[config.mk]
export PLATFORM = sky130hd
export DESIGN_NAME = vram_arbiter_flat
export DESIGN_NICKNAME = d
export VERILOG_FILES = /design/src/rtl/vram_arbiter_if.sv /design/src/rtl/vram_arbiter.sv /design/src/flat_wrapper.sv
export SDC_FILE = /design/constraint.sdc
export NUM_CORES = 1
export LEC_CHECK = 0
export BUFFER_PORTS_ARGS = -buffer_cell sky130_fd_sc_hd__buf_2
export CORE_MARGIN = 2
export CORE_UTILIZATION = 51
export DETAILED_ROUTE_END_ITERATION = 6
export PLACE_DENSITY = 0.93
export REMOVE_ABC_BUFFERS = 1
export SLEW_MARGIN = 5
export SYNTH_ARGS = -nofsm -noshare
export SYNTH_HDL_FRONTEND = slang
export SYNTH_SLANG_ARGS = --single-unit
[constraint.sdc]
create_clock -name vga_clk -period 4.2 [get_ports vga_clk]
set_clock_uncertainty 0.2 [all_clocks]
set_input_delay 0.63 -clock vga_clk [delete_from_list [all_inputs] [get_ports vga_clk]]
set_output_delay 0.63 -clock vga_clk [all_outputs]
set_load 0.05 [all_outputs]
[src/rtl/vram_arbiter_if.sv]
// Bundle of the VGA reader, pixel writer, frame-clear and RAM-side signals
// around the frame-buffer arbiter.
interface vram_arbiter_if #(
  parameter int AW = 19,
  parameter int DW = 12
);
  logic          vga_rdn;
  logic [8:0]    vga_row;
  logic [9:0]    vga_col;
  logic [DW-1:0] vga_data;

  logic          wr_req;
  logic [8:0]    wr_row;
  logic [9:0]    wr_col;
  logic [DW-1:0] wr_data;
  logic          wr_ack;
  logic          wr_err;

  logic          clr_start;
  logic [DW-1:0] clr_color;
  logic          clr_busy;
  logic          clr_done;

  logic [AW-1:0] ram_addr;
  logic          ram_we;
  logic [DW-1:0] ram_wdata;
  logic [DW-1:0] ram_rdata;

  modport slave (
    input  vga_rdn, vga_row, vga_col,
    input  wr_req, wr_row, wr_col, wr_data,
    input  clr_start, clr_color,
    input  ram_rdata,
    output vga_data, wr_ack, wr_err, clr_busy, clr_done,
    output ram_addr, ram_we, ram_wdata
  );

  modport master (
    output vga_rdn, vga_row, vga_col,
    output wr_req, wr_row, wr_col, wr_data,
    output clr_start, clr_color,
    output ram_rdata,
    input  vga_data, wr_ack, wr_err, clr_busy, clr_done,
    input  ram_addr, ram_we, ram_wdata
  );
endinterface

[src/rtl/vram_arbiter.sv]
// Single-port frame-buffer arbiter: VGA scan-out reads always win, the frame
// clear sequencer and then the game pixel writer use the idle (blanking) cycles.
module vram_arbiter #(
  parameter int H_RES = 640,
  parameter int V_RES = 480,
  parameter int AW    = 19,
  parameter int DW    = 12
) (
  input  logic          vga_clk,
  input  logic          rst,
  vram_arbiter_if.slave bus
);
  localparam logic [AW-1:0] LAST_PIX = AW'(H_RES * V_RES - 1);
  localparam logic [8:0]    ROW_LIM  = 9'(V_RES);
  localparam logic [9:0]    COL_LIM  = 10'(H_RES);

  typedef enum logic [1:0] {IDLE, CLEAR, DONE} state_t;

  state_t        state;
  logic [AW-1:0] clr_cnt;
  logic [DW-1:0] clr_color_q;
  logic          clr_busy_q;
  logic          clr_done_q;
  logic          wr_err_q;
  logic          rd_q;
  logic          clr_grant;
  logic          wr_bad;
  logic          wr_in_range;

  // row*H_RES + col as a sum of shifted rows, one term per set bit of H_RES.
  function automatic logic [AW-1:0] lin_addr(input logic [8:0] row, input logic [9:0] col);
    logic [AW-1:0] acc;
    acc = AW'(col);
    for (int i = 0; i < 31; i++)
      if (((H_RES >> i) & 1) != 0) acc = acc + (AW'(row) << i);
    return acc;
  endfunction

  assign wr_in_range = (bus.wr_row < ROW_LIM) && (bus.wr_col < COL_LIM);

  always_comb begin
    // NOTE: every output gets a default first so no path leaves a latch behind.
    bus.ram_addr  = '0;
    bus.ram_we    = 1'b0;
    bus.ram_wdata = '0;
    bus.wr_ack    = 1'b0;
    clr_grant     = 1'b0;
    wr_bad        = 1'b0;
    if (!bus.vga_rdn) begin
      bus.ram_addr = lin_addr(bus.vga_row, bus.vga_col);
    end else if (state == CLEAR) begin
      bus.ram_addr  = clr_cnt;
      bus.ram_we    = 1'b1;
      bus.ram_wdata = clr_color_q;
      clr_grant     = 1'b1;
    end else if (state == IDLE && bus.wr_req) begin
      bus.wr_ack = 1'b1;
      if (wr_in_range) begin
        bus.ram_addr  = lin_addr(bus.wr_row, bus.wr_col);
        bus.ram_we    = 1'b1;
        bus.ram_wdata = bus.wr_data;
      end else begin
        wr_bad = 1'b1;
      end
    end
  end

  // NOTE: all state below updates with non-blocking assignments so every
  // register samples pre-edge values regardless of statement order.
  always_ff @(posedge vga_clk) begin
    if (rst) begin
      state       <= IDLE;
      clr_cnt     <= '0;
      clr_color_q <= '0;
      clr_busy_q  <= 1'b0;
      clr_done_q  <= 1'b0;
      wr_err_q    <= 1'b0;
      rd_q        <= 1'b0;
    end else begin
      rd_q     <= !bus.vga_rdn;
      wr_err_q <= wr_err_q | wr_bad;
      case (state)
        IDLE: if (bus.clr_start) begin
          state       <= CLEAR;
          clr_cnt     <= '0;
          clr_color_q <= bus.clr_color;
          clr_busy_q  <= 1'b1;
        end
        CLEAR: if (clr_grant) begin
          if (clr_cnt == LAST_PIX) begin
            state      <= DONE;
            clr_done_q <= 1'b1;
          end else begin
            clr_cnt <= clr_cnt + 1'b1;
          end
        end
        DONE: begin
          state      <= IDLE;
          clr_done_q <= 1'b0;
          clr_busy_q <= 1'b0;
        end
        default: state <= IDLE;
      endcase
    end
  end

  // The RAM output register already holds last cycle's pixel; only gate it.
  assign bus.vga_data = rd_q ? bus.ram_rdata : '0;
  assign bus.clr_busy = clr_busy_q;
  assign bus.clr_done = clr_done_q;
  assign bus.wr_err   = wr_err_q;
endmodule

[src/flat_wrapper.sv]
// flat-port wrapper written by rule: the top's interface ports become plain ports
module vram_arbiter_flat 
#(
  parameter int H_RES = 640,
  parameter int V_RES = 480,
  parameter int AW    = 19,
  parameter int DW    = 12
)
  (vga_clk, rst, bus_vga_rdn, bus_vga_row, bus_vga_col, bus_wr_req, bus_wr_row, bus_wr_col, bus_wr_data, bus_clr_start, bus_clr_color, bus_ram_rdata, bus_vga_data, bus_wr_ack, bus_wr_err, bus_clr_busy, bus_clr_done, bus_ram_addr, bus_ram_we, bus_ram_wdata);
  vram_arbiter_if #(.AW(AW), .DW(DW)) bus_i ();
  input  logic vga_clk;
  input  logic rst;
  input wire logic [$bits(bus_i.vga_rdn)-1:0] bus_vga_rdn;
  input wire logic [$bits(bus_i.vga_row)-1:0] bus_vga_row;
  input wire logic [$bits(bus_i.vga_col)-1:0] bus_vga_col;
  input wire logic [$bits(bus_i.wr_req)-1:0] bus_wr_req;
  input wire logic [$bits(bus_i.wr_row)-1:0] bus_wr_row;
  input wire logic [$bits(bus_i.wr_col)-1:0] bus_wr_col;
  input wire logic [$bits(bus_i.wr_data)-1:0] bus_wr_data;
  input wire logic [$bits(bus_i.clr_start)-1:0] bus_clr_start;
  input wire logic [$bits(bus_i.clr_color)-1:0] bus_clr_color;
  input wire logic [$bits(bus_i.ram_rdata)-1:0] bus_ram_rdata;
  output wire logic [$bits(bus_i.vga_data)-1:0] bus_vga_data;
  output wire logic [$bits(bus_i.wr_ack)-1:0] bus_wr_ack;
  output wire logic [$bits(bus_i.wr_err)-1:0] bus_wr_err;
  output wire logic [$bits(bus_i.clr_busy)-1:0] bus_clr_busy;
  output wire logic [$bits(bus_i.clr_done)-1:0] bus_clr_done;
  output wire logic [$bits(bus_i.ram_addr)-1:0] bus_ram_addr;
  output wire logic [$bits(bus_i.ram_we)-1:0] bus_ram_we;
  output wire logic [$bits(bus_i.ram_wdata)-1:0] bus_ram_wdata;
  assign bus_i.vga_rdn = bus_vga_rdn;
  assign bus_i.vga_row = bus_vga_row;
  assign bus_i.vga_col = bus_vga_col;
  assign bus_i.wr_req = bus_wr_req;
  assign bus_i.wr_row = bus_wr_row;
  assign bus_i.wr_col = bus_wr_col;
  assign bus_i.wr_data = bus_wr_data;
  assign bus_i.clr_start = bus_clr_start;
  assign bus_i.clr_color = bus_clr_color;
  assign bus_i.ram_rdata = bus_ram_rdata;
  assign bus_vga_data = bus_i.vga_data;
  assign bus_wr_ack = bus_i.wr_ack;
  assign bus_wr_err = bus_i.wr_err;
  assign bus_clr_busy = bus_i.clr_busy;
  assign bus_clr_done = bus_i.clr_done;
  assign bus_ram_addr = bus_i.ram_addr;
  assign bus_ram_we = bus_i.ram_we;
  assign bus_ram_wdata = bus_i.ram_wdata;
  vram_arbiter #(.H_RES(H_RES), .V_RES(V_RES), .AW(AW), .DW(DW)) u_core (.vga_clk(vga_clk), .rst(rst), .bus(bus_i));
endmodule
==> qor.yml, run 1 <==
die:
  ios: 127
  dieArea_sq_um: 7350
  start_util: 0.531
  die_w_um: 85.8
  die_h_um: 85.8
  core_sq_um: 6420
  placementRows: 29
logic_synthesis:
  synth-compound-area-share: 0.269
  synth_async_sr_flop_share: 0
  ys_seq_area_frac: 0.217
  synth_ff_type: "dfxtp_1"
  synthAdderAreaFrac: 0.112
  synth_top_family_by_area: "simple AND/OR/NAND/NOR gates"
  ys_ff_latch: 37
  synth_mux_area_frac: 0.00881
  synthXorXnorAreaFrac: 0.0668
  syn_area_per_cell_sq_um: 7.41
  ys_types: 57
  syn_area_sq_um: 3410
  synth_simple_gate_area_frac: 0.271
  synth_warnings: 0
  synth_edf_count: 0
  syn_inst: 460
worst_setup_path:
  cpPeakStageDelay_ns: 0.34
  startpoint_type: "primary input"
  arrival_ns: 3.38
  crit_start: "bus_vga_col[8]"
  crit_family: "compound AO/OA/AOI/OAI gates"
  crit_chain: "buf_2 -> ha_4 -> a21o_1 -> a21oi_2 -> xnor2_1 -> ha_1 -> a21oi_2 -> nor2b_4 -> a311o_1 -> o31ai_2 -> xor2_1 -> o211ai_1 -> buf_4"
  worst_setup_path_end_kind: "output pin"
  slowest_stage: "a311o_1"
  rr_startpoint: "u_core.state[0]"
  path_buf_inv: 2
  cp_common_cell: "a21oi_2"
  crit_required_ns: 3.37
  crit_fanout: 3
  critPathKind: "primary input to output pin"
power:
  intPower_mw: 0.746
  p_sw_frac: 0.406
  clockPowerShare: 0.253
  pwr_density_cell_nw_per_um2: 285
  power_frac_comb: 0.453
  p_sw_mw: 0.509
  p_leak_nw: 1.96
  power_frac_seq: 0.294
  peakVddDrop_v: 0.000183
  finalPower_mw: 1.26
timing:
  hold_violations: 0
  rsz0062_at_grt: "true"
  finalCritPeriodShare: 1.00
  fin_ws_ns: -0.00612
  finalCriticalPeriod_ns: 4.21
  tightest_slew_ns: 0.907
  setup_violations: 2
  slew_violations: 0
  maxSlewHeadroom: 0.390
  fin_hold_ws_ns: 0.260
  max_freq_mhz: 238
grt:
  grt_usage: 0.270
  overflow: 0
  antenna_found_initial: 0
  grt_max_degree: 41
  grt_pass1_wl_mm: 16.4
  first_global_vias: 3618
drt:
  wl_per_cell_um: 15.5
  drc: 13
  drt_iter0_markers: 372
  final_antenna_net_count: 0
  wl_mm: 10.3
  via_per_inst: 5.98
  vias: 3987
  first_pass_iters: 7
clock_network:
  cts_buffers: 5
  cts_tree: "built"
  path_clk_slew_ns: 0.08
  htree_levels: 2
  worstSkewPairLatency_ns: 0.30
  clockRootBuffer: "clkbuf_8"
  cts.sinks: 37
  clockBufferDepth: 2
worst_hold_path:
  min_from: "u_core.clr_color_q[7]"
  worstHoldPathType: "register to register"
final_layout:
  drive_gt1_frac: 0.331
  nNetsFinal: 696
  antenna_cells: 0
  area_growth_pct: 29.2
  fin_cells: 667
  stdcell_area_sq_um: 4400
place:
  dp_hpwl_mm: 7.54
  placed_area_sq_um: 4150
  dpl.cell_count: 659
  pre_cts_ws_ns: -0.328
  io_buffers: 126
  place.gp.congestion: 0.933
run_status:
  violations: "DRC, setup timing"
  status: "finished, violations left"
job:
  drv_cap: 0
[flip-flops by register name, indices dropped and copies added (netlist names)]
signal and count:
u_core.bus.clr_done 1, u_core.clr_color_q 12, u_core.state 2, u_core.bus.wr_err 1, u_core.clr_cnt 19, u_core.bus.clr_busy 1
u_core.rd_q 1
[metal layers]
layer / global-route usage / up-vias / wire length [um] / share of wire
met3: 0.0337 / 46 / 757 / 0.073
met5: 0 / - / 0 / 0
met1: 0.338 / 1801 / 4130 / 0.40
met4: 0.0981 / 0 / 367 / 0.036
li1: - / 1920 / - / -
met2: 0.477 / 220 / 5080 / 0.49
[power by group through the flow]
stage          registers (mW)  clock network (mW)  logic, mW
6_report                0.369               0.318      0.568
3_5_place_dp            0.377                   0      0.517
4_1_cts                 0.369               0.320      0.534
2_1_floorplan           0.379                   0      0.338
5_1_grt                 0.371               0.335      0.609
3_3_place_gp            0.377                   0      0.501
[logic make-up (layout without fill, tap and decap cells)]
group	count (synthesis)	count (layout)
and+or+nand+nor	193	193
AOI/OAI and AO/OA	137	137
DFF	37	37
buffers and inverters	36	166
adders and majority gates	28	28
xor gates and xnor gates	26	26
muxes	3	3
[cell type report]
cell class                 instances  area (sq um)
multi-input combinational        387          2590
fill                             494          2020
timing repair buffer             147           821
sequential                        37           741
tap                               77          96.3
clock buffer                       5          68.8
clock inverter                     3          43.8
inverter                          11          41.3
[metrics by stage]
| stage | utilization | TNS, ns |
|---|---|---|
| 6_report | 0.686 | -0.0116 |
| 5_1_grt | 0.686 | -0.338 |
| 4_1_cts | 0.673 | 0 |
| 3_5_place_dp | 0.646 | -0.776 |
| 3_3_place_gp | 0.646 | -0.162 |
| 2_1_floorplan | - | -1.36 |
[cells in the final DEF, fill, tap and decap left out, drive strengths merged, types with 13 or more instances in the layout]
master / count
a21oi: 50
o21ai: 18
a22oi: 22
xnor2: 16
buf: 146
nand2: 63
nor2: 59
nand3: 15
ha: 24
and2: 13
dfxtp: 37
[synthesized netlist by cell type (4+ instances only)]
library cell	n	share of area
and2_1	13	0.024
xor2_1	10	0.026
o21ai_0	15	0.022
ha_1	24	0.088
a31oi_1	4	0.0073
clkbuf_1	16	0.018
nor3_1	6	0.0088
a21o_1	6	0.013
xnor2_1	16	0.041
a311oi_1	4	0.010
nand3_1	15	0.022
and3_1	4	0.0073
nand4_1	7	0.013
nor2b_1	6	0.011
fa_1	4	0.023
buf_6	6	0.020
nor2_1	58	0.064
dfxtp_1	37	0.22
a221oi_1	5	0.013
inv_1	11	0.012
a211oi_1	5	0.011
nand2_1	63	0.069
a21oi_1	49	0.072
nand2b_1	6	0.011
a22oi_1	22	0.048
[what timing repair did]
item | 4_1_cts | 5_1_grt
pin swaps | 12 | 17
hold buffers | 0 | 0
buffers inserted | 1 | 0
gates cloned | 0 | 0
gates resized for setup | 14 | 27
setup endpoints to repair | 5 | 7
[worst reg2reg max path, cell delays in order, from the launching register on]
cell,delay (ns)
dfxtp_1,0.46
and2b_2,0.69
nand2_1,0.30
a21oi_2,0.42
a41oi_1,0.20
a311oi_2,0.27
[final timing paths]
kind,end,slack (ns),cells past startpoint
max,bus_ram_addr[16],-0.006,13
min reg2reg,u_core.clr_color_q[7],0.26,2
min,u_core.clr_color_q[7],0.26,2
max reg2reg,u_core.clr_cnt[4],1.58,5
Power figures use the tool's default switching activity.
==> run 2, diff against run 1 <==
--- a/config.mk
+++ b/config.mk
@@ -15,3 +15,4 @@
 export SYNTH_ARGS = -nofsm -noshare
 export SYNTH_HDL_FRONTEND = slang
 export SYNTH_SLANG_ARGS = --single-unit
+export TNS_END_PERCENT = 1
==> run 2 against run 1 <==
  * The run ends with DRC left
  * Cell count stayed put
  * Register-to-register slack about the same
  * Hold slack about the same
  * Clock power is essentially flat
  * Count of clock-buffer cells in the layout stayed put
  * Die area is the same
  * Worst setup slack improved by 0.032 ns
  * Sequential share of layout area about the same
  * Largest power group unchanged
==> qor.yml, run 2 (synthesis gave the netlist of run 1 again) <==
run_status:
  status: "finished, violations left"
  violations: "DRC"
worst_setup_path:
  reg2reg_slack_ns: 1.59
  slowest_stage: "fa_2"
  arrival_ns: 3.34
  startpoint_type: "primary input"
  crit_chain: "buf_8 -> ha_4 -> inv_2 -> fa_2 -> inv_2 -> a21o_1 -> nand2_1 -> xnor2_1 -> ha_1 -> a21oi_2 -> o2111ai_2 -> a21o_1 -> a21oi_2 -> xor2_2 -> a211oi_2 -> buf_6"
  cpPeakStageDelay_ns: 0.37
  critPathKind: "primary input to output pin"
  worst_setup_path_end_kind: "output pin"
  path_buf_inv: 4
  crit_required_ns: 3.37
  crit_fanout: 3
  crit_family: "compound AO/OA/AOI/OAI gates"
drt:
  dr.max_layer_used: "met4"
  wl_per_cell_um: 15.6
  via_per_inst: 5.92
  wl_met3_um: 730
  met1_length_mm: 4.16
  wl_mm: 10.4
  final_antenna_net_count: 0
  wl_met2_mm: 5.22
  vias: 3946
  drt_iter0_markers: 327
  drc: 11
  first_pass_iters: 7
place:
  dp_hpwl_mm: 7.54
  placed_area_sq_um: 4150
  place.gp.congestion: 0.933
  io_buffers: 126
die:
  placementRows: 29
  die_w_um: 85.8
  die_h_um: 85.8
  core_sq_um: 6420
  ios: 127
  start_util: 0.531
  dieArea_sq_um: 7350
final_layout:
  area_growth_pct: 29.5
  mostFrequentLayoutCells: "120 x buf_2, 63 x nand2_1, 56 x nor2_1, 42 x a21oi_1, 37 x dfxtp_1"
  antenna_cells: 0
  fillers: 494
  top_regs: "u_core.clr_cnt x19, u_core.clr_color_q x12, u_core.state x2"
  final_common_cell: "buf_2"
  drive_gt1_frac: 0.334
  nNetsFinal: 696
  register_area_sq_um: 741
  largest_reg_flops: 19
  stdcell_area_sq_um: 4410
  fin_util: 0.687
  regMostFlops: "u_core.clr_cnt"
  multi_input_area_sq_um: 2610
grt:
  grt_pass1_wl_mm: 16.4
  antenna_found_initial: 0
  grt_max_degree: 41
  overflow: 0
  first_global_vias: 3595
  grt_usage: 0.271
clock_network:
  cts_buffers: 5
  cts_tree: "built"
  cts.sinks: 37
  clockRootBuffer: "clkbuf_8"
  postCtsHoldBufs: 0
  path_clk_slew_ns: 0.07
  cts_setup_buffers: 0
  clockBufferDepth: 2
  htree_levels: 2
  worstSkewPairLatency_ns: 0.30
timing:
  setup_violations: 0
  finalCriticalPeriod_ns: 4.17
  max_freq_mhz: 240
  slew_violations: 0
  rsz0062_at_grt: "true"
  finalCritPeriodShare: 0.994
  hold_violations: 0
  maxSlewHeadroom: 0.402
  tightest_slew_ns: 0.888
power:
  peakVddDrop_v: 0.000178
  finalPower_mw: 1.25
  pwr_density_cell_nw_per_um2: 284
  p_leak_nw: 1.97
worst_hold_path:
  worstHoldPathType: "register to register"
job:
  drv_cap: 0
run 2: cell count changes in the layout (fill, tap and decap cells not counted):
cell / delta
buf_2: +1
clkbuf_4: -1
fa_1: -1
fa_2: +1
ha_1: +1
ha_2: -1
nand3_1: -1
nand3_2: +1
xor2_1: -1
xor2_2: +1
run 2: layout make-up:
type | count | area share
multi-input cells | 387 | 0.590
repair buffers | 147 | 0.185
flip-flops and latches | 37 | 0.168
well taps | 77 | 0.0218
clock buffers | 5 | 0.0156
clock inverters | 3 | 0.00992
inverters | 11 | 0.00935
run 2: what timing repair did:
action,CTS,global route
endpoints found under the setup margin,5,7
endpoints found under the hold margin,0,0
pin swaps,7,26
resized for setup,11,31
run 2: worst paths after layout:
| kind | start | end | depth (start not counted) |
|---|---|---|---|
| max | bus_vga_row[0] | bus_ram_addr[17] | 16 |
| min | u_core.clr_color_q[7] | u_core.clr_color_q[7] | 2 |
| max reg2reg | u_core.state[0] | u_core.clr_cnt[11] | 5 |
| min reg2reg | u_core.clr_color_q[7] | u_core.clr_color_q[7] | 2 |
run 2: worst register-to-register path, cell delays in order (launching register included):
cell	delay [ns]
dfxtp_1	0.46
and2b_2	0.68
nand2_1	0.31
a21oi_2	0.42
a31oi_1	0.16
a311oi_1	0.30
run 2: metal layers:
layer / track usage / vias up
li1: - / 1921
met1: 0.339 / 1800
met2: 0.477 / 191
met3: 0.0327 / 34
met4: 0.0952 / 0
met5: 0 / -
run 2: report_power, final:
part | total, mW | switching (mW) | internal (mW)
clock network | 0.318 | 0.140 | 0.178
registers | 0.369 | 0.00796 | 0.361
logic | 0.568 | 0.361 | 0.207
run 2: metrics by stage:
stage                     hold slack [ns]  TNS, ns  worst slack, ns  cells
final                               0.260        0           0.0256    667
after global routing                0.279   -0.288           -0.151    667
after CTS                           0.262  -0.0600          -0.0306    667
after detailed placement            0.251   -0.776           -0.328    659
after global placement              0.244   -0.162          -0.0858    659
after floorplan                     0.231    -1.36           -0.552    435
==> run 3, diff against run 2 <==
--- a/config.mk
+++ b/config.mk
@@ -7,9 +7,9 @@
 export LEC_CHECK = 0
 export BUFFER_PORTS_ARGS = -buffer_cell sky130_fd_sc_hd__buf_2
 export CORE_MARGIN = 2
-export CORE_UTILIZATION = 51
+export CORE_UTILIZATION = 34
 export DETAILED_ROUTE_END_ITERATION = 6
-export PLACE_DENSITY = 0.93
+export PLACE_DENSITY = 0.7
 export REMOVE_ABC_BUFFERS = 1
 export SLEW_MARGIN = 5
 export SYNTH_ARGS = -nofsm -noshare
==> constraint.sdc (replaced) <==
create_clock -name vga_clk -period 4.75 [get_ports vga_clk]
set_clock_uncertainty 0.2 [all_clocks]
set_input_delay 0.7125 -clock vga_clk [delete_from_list [all_inputs] [get_ports vga_clk]]
set_output_delay 0.7125 -clock vga_clk [all_outputs]
set_load 0.05 [all_outputs]
==> run 3 against run 2 <==
  * The run now ends clean
  * First-iteration DRC count is 39% lower
  * Non-clock buffer count shrank 18
  * Sequential power shrank 12%
  * Core utilization fell by 26 points
  * Hold slack barely moved
  * Sequential share of layout area rose by 0.79 points
  * Via count is 6.0% lower
  * Combinational power down 24%
  * Highest routed layer unchanged
==> qor.yml, run 3 (synthesis gave the netlist of run 1 again) <==
final_layout:
  nNetsFinal: 678
  multi_input_area_sq_um: 2500
  register_area_sq_um: 741
  largest_reg_flops: 19
  regMostFlops: "u_core.clr_cnt"
  area_growth_pct: 23.7
  fin_util: 0.431
  mostFrequentLayoutCells: "124 x buf_2, 63 x nand2_1, 57 x nor2_1, 46 x a21oi_1, 37 x dfxtp_1"
  top_regs: "u_core.clr_cnt x19, u_core.clr_color_q x12, u_core.state x2"
  antenna_cells: 0
  fillers: 1027
  drive_gt1_frac: 0.273
  final_common_cell: "buf_2"
die:
  die_w_um: 104
  start_util: 0.349
  die_h_um: 104
  placementRows: 36
  core_sq_um: 9770
  dieArea_sq_um: 10800
  ios: 127
power:
  pwr_density_cell_nw_per_um2: 246
  peakVddDrop_v: 0.000116
  clockPowerShare: 0.269
  finalPower_mw: 1.04
  power_frac_comb: 0.416
  power_frac_seq: 0.315
  p_leak_nw: 1.85
  intPower_mw: 0.623
  p_sw_frac: 0.400
  p_sw_mw: 0.414
clock_network:
  cts_tree: "built"
  worstSkewPairLatency_ns: 0.29
  clockBufferDepth: 2
  cts.sinks: 37
  postCtsHoldBufs: 0
  path_clk_slew_ns: 0.08
  cts_buffers: 5
  htree_levels: 2
  clockRootBuffer: "clkbuf_8"
  cts_setup_buffers: 0
worst_setup_path:
  worst_setup_path_end_kind: "output pin"
  r2r_end: "u_core.clr_cnt[5]"
  crit_chain: "buf_2 -> ha_1 -> inv_1 -> fa_1 -> xnor2_1 -> ha_1 -> fa_1 -> a21oi_2 -> o2111ai_1 -> a21o_1 -> a21oi_1 -> xor2_1 -> a211oi_1 -> clkbuf_4"
  cp.depth: 14
  cpPeakStageDelay_ns: 0.42
  slowest_stage: "fa_1"
  reg2reg_slack_ns: 2.09
  rr_startpoint: "u_core.state[0]"
  crit_start: "bus_vga_row[0]"
  crit_family: "adder cells"
  critPathKind: "primary input to output pin"
  crit_required_ns: 3.84
  path_buf_inv: 3
  startpoint_type: "primary input"
  arrival_ns: 3.59
  crit_fanout: 2
  crit_end: "bus_ram_addr[17]"
  r2r_cells: 5
timing:
  setup_violations: 0
  hold_violations: 0
  fin_hold_ws_ns: 0.259
  rsz0062_at_grt: "false"
  slew_violations: 0
  maxSlewHeadroom: 0.367
  finalCriticalPeriod_ns: 4.50
  max_freq_mhz: 222
  finalCritPeriodShare: 0.947
  tightest_slew_ns: 0.941
  tns_ns: 0
worst_hold_path:
  holdPathStages: 2
  min_from: "u_core.clr_color_q[5]"
  worstHoldPathType: "register to register"
run_status:
  status: "finished, final reports clean"
place:
  io_buffers: 126
  dp_hpwl_mm: 7.42
  place.gp.congestion: 0.798
drt:
  wl_per_cell_um: 13.8
  first_pass_iters: 4
  vias: 3709
  drt_iter0_markers: 200
  final_antenna_net_count: 0
  wl_mm: 9.76
  drc: 0
  via_per_inst: 5.26
grt:
  overflow: 0
  antenna_found_initial: 0
  grt_max_degree: 41
  first_global_vias: 3428
  grt_pass1_wl_mm: 16.4
  grt_usage: 0.179
job:
  drv_cap: 0
## run 3: changes by cell type in the layout (fill, tap and decap cells not counted), moves of 3 or more
| cell | previous run | this run |
|---|---|---|
| o21ai_1 | 6 | 3 |
| buf_4 | 24 | 3 |
| fa_2 | 3 | 0 |
| a21oi_1 | 42 | 46 |
| o21ai_0 | 11 | 15 |
| buf_2 | 120 | 124 |
| fa_1 | 1 | 4 |
| a21oi_2 | 8 | 4 |
## run 3: metrics by stage
step | cells | setup WS, ns | cell area (sq um)
CTS | 705 | 0.0831 | 4200
finish | 705 | 0.252 | 4220
global route | 705 | 0.0417 | 4220
global placement | 697 | 0.142 | 4080
floorplan | 435 | -0.167 | 3260
detailed placement | 697 | 0.0988 | 4080
## run 3: cell type report
type / count / area share
Inverter: 11 / 0.00979
Timing Repair Buffer: 129 / 0.156
Clock buffer: 6 / 0.0172
Sequential cell: 37 / 0.176
Multi-Input combinational cell: 387 / 0.593
Clock inverter: 2 / 0.00920
Tap cell: 133 / 0.0395
## run 3: worst min-delay path by stage
stage / end
2_1_floorplan: u_core.clr_color_q[11]
3_3_place_gp: u_core.bus.wr_err
3_5_place_dp: u_core.clr_color_q[11]
4_1_cts: u_core.clr_color_q[11]
5_1_grt: u_core.clr_color_q[11]
6_report: u_core.clr_color_q[5]
## run 3: power by group through the flow
stage	clock network (mW)	logic, mW	registers (mW)
global placement	0	0.418	0.333
CTS	0.287	0.428	0.326
floorplan	0	0.299	0.335
finish	0.279	0.432	0.326
detailed placement	0	0.426	0.333
global route	0.298	0.474	0.328
## run 3: timing repair
action,CTS,global route
endpoints found under the hold margin,0,0
gates resized for setup,0,6
setup endpoints to repair,0,2
## run 3: worst register-to-register path: stages (launching register included)
cell and delay, ns:
dfxtp_1 0.47, and2b_2 0.72, nand2_1 0.32, a21oi_2 0.42, a41oi_1 0.20, a311oi_2 0.25
## run 3: layer usage
metal,track usage,wire length (um)
met1,0.226,4210
met2,0.312,4700
met3,0.0388,760
met4,0.0405,88
met5,0,0
